### src/rtl/exec_unit_mc.sv
// -----------------------------------------------------------------------------
// exec_unit_mc
//   Small execution unit. It handles single-cycle ALU and branch operations,
//   and a multi-cycle shift-add multiplier. It keeps an NZCV flag register
//   that an operation updates only when it asks to.
//
// Parameters
//   DATA_W        operand / result / multiplier width
//   IMM_W         immediate width (sign-extended to DATA_W; IMM_W < DATA_W)
//
// Ports
//   clk           rising-edge clock
//   rst           synchronous, active-high reset
//   in_valid      operation presented this cycle
//   in_ready      unit can accept (low while a multiply is running)
//   op            000 MOV, 001 ADD, 010 SUB, 011 NOT, 100 CLR, 101 MUL,
//                 110 BR, 111 reserved
//   use_imm       operand B = sext(imm) instead of src_b
//   set_flags     commit NZCV from this operation
//   src_a, src_b  register operands
//   imm           signed immediate
//   cond          branch condition for BR
//   out_valid     one-cycle completion pulse
//   result        operation result
//   write_en      result is to be written back
//   branch_taken  BR condition evaluated true
//   flags_out     NZCV register (N=3, Z=2, C=1, V=0)
// -----------------------------------------------------------------------------
module exec_unit_mc #(
  parameter int DATA_W = 32,
  parameter int IMM_W  = 16
) (
  input  logic              clk,
  input  logic              rst,
  input  logic              in_valid,
  output logic              in_ready,
  input  logic [2:0]        op,
  input  logic              use_imm,
  input  logic              set_flags,
  input  logic [DATA_W-1:0] src_a,
  input  logic [DATA_W-1:0] src_b,
  input  logic [IMM_W-1:0]  imm,
  input  logic [3:0]        cond,
  output logic              out_valid,
  output logic [DATA_W-1:0] result,
  output logic              write_en,
  output logic              branch_taken,
  output logic [3:0]        flags_out
);

  localparam int CNT_W = $clog2(DATA_W + 1);
  localparam int MSB   = DATA_W - 1;

  typedef enum logic [2:0] {
    OP_MOV = 3'b000,
    OP_ADD = 3'b001,
    OP_SUB = 3'b010,
    OP_NOT = 3'b011,
    OP_CLR = 3'b100,
    OP_MUL = 3'b101,
    OP_BR  = 3'b110,
    OP_RSV = 3'b111
  } op_t;

  typedef enum logic {
    S_IDLE,
    S_RUN
  } state_t;

  state_t              state;
  logic [CNT_W-1:0]    count;
  logic [3:0]          nzcv;
  logic [DATA_W-1:0]   mul_a;    // multiplicand, shifts left each step
  logic [DATA_W-1:0]   mul_b;    // multiplier, shifts right each step
  logic [DATA_W-1:0]   mul_acc;
  logic                mul_sf;   // set_flags captured at MUL accept

  op_t                 op_dec;
  logic [DATA_W-1:0]   operand_b;
  logic [DATA_W:0]     add_full;
  logic [DATA_W:0]     sub_full;
  logic [DATA_W-1:0]   alu_result;
  logic                alu_we;
  logic                alu_flags_ok; // op defines flags (not BR / reserved)
  logic [3:0]          alu_flags;
  logic                br_taken;
  logic [DATA_W-1:0]   mul_partial;

  assign op_dec    = op_t'(op);
  assign operand_b = use_imm ? {{(DATA_W-IMM_W){imm[IMM_W-1]}}, imm} : src_b;
  assign add_full  = {1'b0, src_a} + {1'b0, operand_b};
  assign sub_full  = {1'b0, src_a} - {1'b0, operand_b};

  // Accept only happens in IDLE; the multiplier owns the unit while running.
  assign in_ready  = (state == S_IDLE);
  assign flags_out = nzcv;

  // One shift-add partial-product step.
  assign mul_partial = mul_acc + (mul_b[0] ? mul_a : '0);

  // Branch condition against the committed NZCV register.
  always_comb begin
    br_taken = 1'b0;
    case (cond)
      4'b0000: br_taken =  nzcv[2];
      4'b0001: br_taken = ~nzcv[2];
      4'b0010: br_taken =  nzcv[1];
      4'b0011: br_taken = ~nzcv[1];
      4'b0100: br_taken =  nzcv[3];
      4'b0101: br_taken = ~nzcv[3];
      4'b0110: br_taken =  nzcv[0];
      4'b0111: br_taken = ~nzcv[0];
      4'b1110: br_taken =  1'b1;
      default: br_taken =  1'b0;
    endcase
  end

  // Single-cycle datapath.
  // NOTE: every output of this block is given a default first, so no path
  // through the case leaves a value unassigned and no latch is inferred.
  always_comb begin
    alu_result   = '0;
    alu_we       = 1'b0;
    alu_flags_ok = 1'b0;
    alu_flags    = 4'b0000;
    case (op_dec)
      OP_MOV: begin
        alu_result   = operand_b;
        alu_we       = 1'b1;
        alu_flags_ok = 1'b1;
      end
      OP_ADD: begin
        alu_result   = add_full[MSB:0];
        alu_we       = 1'b1;
        alu_flags_ok = 1'b1;
        alu_flags[1] = add_full[DATA_W];
        alu_flags[0] = (src_a[MSB] == operand_b[MSB]) &&
                       (add_full[MSB] != src_a[MSB]);
      end
      OP_SUB: begin
        alu_result   = sub_full[MSB:0];
        alu_we       = 1'b1;
        alu_flags_ok = 1'b1;
        // Carry is the inverse of the borrow out of the top bit.
        alu_flags[1] = ~sub_full[DATA_W];
        alu_flags[0] = (src_a[MSB] != operand_b[MSB]) &&
                       (sub_full[MSB] != src_a[MSB]);
      end
      OP_NOT: begin
        alu_result   = ~src_a;
        alu_we       = 1'b1;
        alu_flags_ok = 1'b1;
      end
      OP_CLR: begin
        alu_result   = '0;
        alu_we       = 1'b1;
        alu_flags_ok = 1'b1;
      end
      default: begin
        // BR, reserved (MUL never completes through this path).
        alu_result   = '0;
      end
    endcase
    alu_flags[3] = alu_result[MSB];
    alu_flags[2] = (alu_result == '0);
  end

  // Control FSM with registered outputs.
  // NOTE: sequential state uses non-blocking assignments only, so every
  // register samples the pre-edge values regardless of statement order.
  always_ff @(posedge clk) begin
    if (rst) begin
      // NOTE: the multiplier datapath is cleared as well, so an aborted
      // multiply leaves no stale operands behind.
      state        <= S_IDLE;
      count        <= '0;
      nzcv         <= 4'b0000;
      out_valid    <= 1'b0;
      write_en     <= 1'b0;
      branch_taken <= 1'b0;
      result       <= '0;
      mul_a        <= '0;
      mul_b        <= '0;
      mul_acc      <= '0;
      mul_sf       <= 1'b0;
    end else begin
      out_valid    <= 1'b0;
      write_en     <= 1'b0;
      branch_taken <= 1'b0;
      case (state)
        S_IDLE: begin
          if (in_valid) begin
            if (op_dec == OP_MUL) begin
              mul_a   <= src_a;
              mul_b   <= operand_b;
              mul_acc <= '0;
              mul_sf  <= set_flags;
              count   <= CNT_W'(DATA_W);
              state   <= S_RUN;
            end else begin
              out_valid    <= 1'b1;
              result       <= alu_result;
              write_en     <= alu_we;
              branch_taken <= (op_dec == OP_BR) && br_taken;
              if (set_flags && alu_flags_ok) nzcv <= alu_flags;
            end
          end
        end
        S_RUN: begin
          // Fixed DATA_W steps; no early exit on zero operands.
          mul_acc <= mul_partial;
          mul_a   <= mul_a << 1;
          mul_b   <= mul_b >> 1;
          count   <= count - CNT_W'(1);
          if (count == CNT_W'(1)) begin
            result    <= mul_partial;
            out_valid <= 1'b1;
            write_en  <= 1'b1;
            state     <= S_IDLE;
            if (mul_sf) nzcv <= {mul_partial[MSB], (mul_partial == '0), 2'b00};
          end
        end
        default: state <= S_IDLE;
      endcase
    end
  end

endmodule
### config.mk
export PLATFORM = sky130hd
export DESIGN_NAME = exec_unit_mc
export DESIGN_NICKNAME = d
export VERILOG_FILES = /design/src/rtl/exec_unit_mc.sv
export SDC_FILE = /design/constraint.sdc
export NUM_CORES = 1
export LEC_CHECK = 0
export ABC_CLOCK_PERIOD_IN_PS = 7800
export CORE_UTILIZATION = 40
export CTS_CLUSTER_SIZE = 8
export DETAILED_ROUTE_END_ITERATION = 10
export PLACE_DENSITY = 0.67
export SLEW_MARGIN = 5
export SYNTH_ARGS = -nofsm -noshare
export SYNTH_HDL_FRONTEND = slang
export SYNTH_SLANG_ARGS = --single-unit
### constraint.sdc
create_clock -name clk -period 7.8 [get_ports clk]
set_clock_uncertainty 0.1 [all_clocks]
set_input_delay 1.56 -clock clk [delete_from_list [all_inputs] [get_ports clk]]
set_output_delay 1.56 -clock clk [all_outputs]
set_load 0.05 [all_outputs]
==> flow_summary.ini <==
[synthesis]
ys_dominant_reg_cell = dfxtp_1
synthesis.nets = 1923
synth_edf_count = 0
synth_area_um2 = 12600
avgSynthCellArea_um2 = 7.31
ys_seq_elements = 143
ys_warn_count = 0
yosysSeqAreaShare = 0.228
async_flop_share = 0
netlist_instances = 1717
synthDistinctLibCells = 93

[global_route]
grt_usage = 0.281
grt_start_max_net_pins = 87
grt_pass1_vias = 12400
gr-total-overflow = 0
antenna_found_initial = 1
grt_pass1_wl_um = 69500

[drt]
drcViolationCount = 18
vias = 13300
routedWlPerCell_um = 20.7
drtAntennaViolNets = 0
first_pass_iters = 9
drt_iter0_drc = 1142
routed_wl_um = 45400
vias_per_cell = 6.07

[power]
leakage_nw = 6.02
worst_ir_drop_vdd_uv = 138
power_density_nw_per_um2 = 168

[die]
coreArea_um2 = 30700
rows = 64
io_pins = 132
start_util = 0.408
die-area_um2 = 32100
die_x_um = 179
die_y_um = 179

[timing]
fmax_ghz = 0.147
drv_slew = 0
tightest_slew_ns = 1.16
fin_crit_sh = 0.869
setup_viol_count_final = 0
period_needed_ns = 6.78
relSlewSlack = 0.225
setup-tns-final_ns = 0
hold_violations = 0
rsz0062_at_grt = false
timing.hold.ws_ns = 0.349

[cts]
cts_buffers = 17
clock_sinks = 143
cts_buffer_depth = 2
holdBufCountCts = 0
ctsResizeCount = 0
htreeDepth = 4
path_clk_slew_ns = 0.07
post_cts_buffers = 0
clockRootBuffer = clkbuf_16
clkLatencyLatePin_ns = 0.44
tritoncts = yes

[critical_path]
rrSetupSlack_ns = 2.66
critPathTopFamily = compound AO/OA/AOI/OAI gates
cp_max_fo = 17
worstSetupStartpointType = primary input
path_class = primary input to flop
worst-path-buf-inv = 3
crit_end = flags_out[2]
startpoint = use_imm
cpPeakStageDelay_ns = 0.87
reg2reg_depth = 15
r2r_start = mul_b[0]
arrival_ns = 7.05
reg2reg_to = flags_out[2]
cp.required_ns = 8.07
cp.depth = 18
crit_slowest_cell = a2111oi_0
path_cells = clkdlybuf4s50_1 -> buf_4 -> mux2_2 -> ha_1 -> inv_1 -> fa_1 -> o21bai_1 -> a2111oi_4 -> nor4_1 -> o31ai_1 -> nand2_1 -> a2111oi_0 -> mux2i_1 -> o211ai_1 -> nor3_1 -> nand4_1 -> or4_1 -> o211ai_2
cp-end-kind = flop

[final_layout]
seq_area_um2 = 2860
synthToLayoutAreaGrowth_pct = 17.8
insertedDiodeCount = 0
final_layout_size_suffix_gt1_frac = 0.0566
n_fill_cell = 3081
layout.nets = 1995
multi_input_area_um2 = 8910
fin_area_um2 = 14800

[run_status]
violations = design-rule violations
status = complete, but fails checks

[hold_path]
hold_class = flop to flop
min_path_cells = 2

[flow_run]
max-cap-violations = 0

[placed_design]
place_hpwl_um = 34200
port_buffers = 131
post_dp_cell_area_um2 = 14200
gp_congestion = 0.958
[sequential cells by signal, indices dropped and copies added (netlist names)]
signal	count
out_valid	1
write_en	1
mul_acc	32
result	32
state	1
branch_taken	1
flags_out	4
mul_b	32
mul_a	32
count	6
mul_sf	1
[logic make-up after synthesis]
kind of cell,after synthesis,share of synthesized area
adder cells (fa/ha/maj),114,0.115
flip-flops,143,0.228
AND/OR/NAND/NOR,541,0.207
AO/OA/AOI/OAI,617,0.321
buffers and inverters,216,0.0657
multiplexers,34,0.0274
XOR/XNOR,52,0.0363
[cells in the final DEF (no fill, tap or decap), drive strengths merged, types with 12 or more instances in the layout]
master / instances
a2111oi: 37
a211oi: 16
a21o: 29
a21oi: 231
a22oi: 12
a311oi: 12
a31oi: 18
and2: 39
and3: 12
buf: 23
clkbuf: 21
clkdlybuf4s50: 130
dfxtp: 143
ha: 111
inv: 117
mux2i: 31
nand2: 142
nand2b: 13
nand3: 28
nand4: 13
nor2: 175
nor2b: 17
nor3: 35
nor4: 19
o211ai: 17
o21ai: 103
o22ai: 24
o31ai: 12
xnor2: 35
xor2: 17
[worst register-to-register path, stage by stage (launching register included)]
cell      delay, ns
dfxtp_1        0.63
and2_1         0.34
ha_1           0.21
fa_1           0.40
a21o_1         0.21
a221oi_4       0.31
nand2_2        0.13
a221o_2        0.42
a31oi_4        0.24
xnor2_1        0.16
nor4_2         0.29
nand4b_1       0.14
or4_1          0.45
or4b_1         0.50
or4_1          0.46
o211ai_2       0.08
[power breakdown]
group / internal (mW) / leakage [nW] / switching, mW / total, mW
logic: 0.286 / 4.56 / 0.516 / 0.802
registers: 0.767 / 1.17 / 0.0201 / 0.787
clock network: 0.525 / 0.287 / 0.370 / 0.895
[Yosys cell counts, drive strengths merged (13+ instances only)]
cell type	instances	area share
a211oi	16	0.010
and2	39	0.020
buf	18	0.0065
nand2b	13	0.0065
ha	111	0.11
xnor2	35	0.024
a21o	29	0.018
nand3	28	0.011
xor2	17	0.012
a21oi	231	0.093
mux2i	31	0.025
o21ai	103	0.041
nor2b	17	0.0085
nand4	13	0.0065
inv	114	0.034
a31oi	18	0.010
dfxtp	143	0.23
clkbuf	82	0.025
nor3	35	0.014
nor2	175	0.053
o22ai	24	0.012
nand2	142	0.043
a2111oi	37	0.028
nor4	19	0.010
o211ai	17	0.011
[how the worst min path moves through the flow]
stage / endpoint / slack (ns) / from
floorplan: count[5] / 0.33 / count[5]
global placement: result[3] / 0.34 / result[3]
detailed placement: result[15] / 0.35 / result[15]
CTS: result[3] / 0.35 / result[3]
global route: result[25] / 0.37 / result[25]
finish: result[5] / 0.35 / result[5]
[through the flow]
stage	worst slack, ns	std cells	util	power (mW)
after floorplan	1.69	1717	-	1.32
after detailed placement	0.798	2166	0.461	1.58
after global placement	0.859	2166	0.461	1.58
after CTS	1.21	2198	0.481	2.47
final	1.02	2198	0.481	2.48
after global routing	0.867	2198	0.481	2.59
[final cells by class]
class,count,area share
Clock buffer,21,0.0311
Clock inverter,11,0.0105
Inverter,116,0.0294
Multi-Input combinational cell,1358,0.602
Sequential cell,143,0.194
Tap cell,396,0.0335
Timing Repair Buffer,153,0.0996
[metal layers]
metal,part of all wire,vias up,global-route usage,wire [µm]
met5,0.00029,-,0,13
met4,0.022,2,0.0812,1010
met3,0.089,76,0.0562,4050
met2,0.43,611,0.431,19700
met1,0.46,6268,0.395,20700
li1,-,6384,-,-
Power figures use the tool's default switching activity.
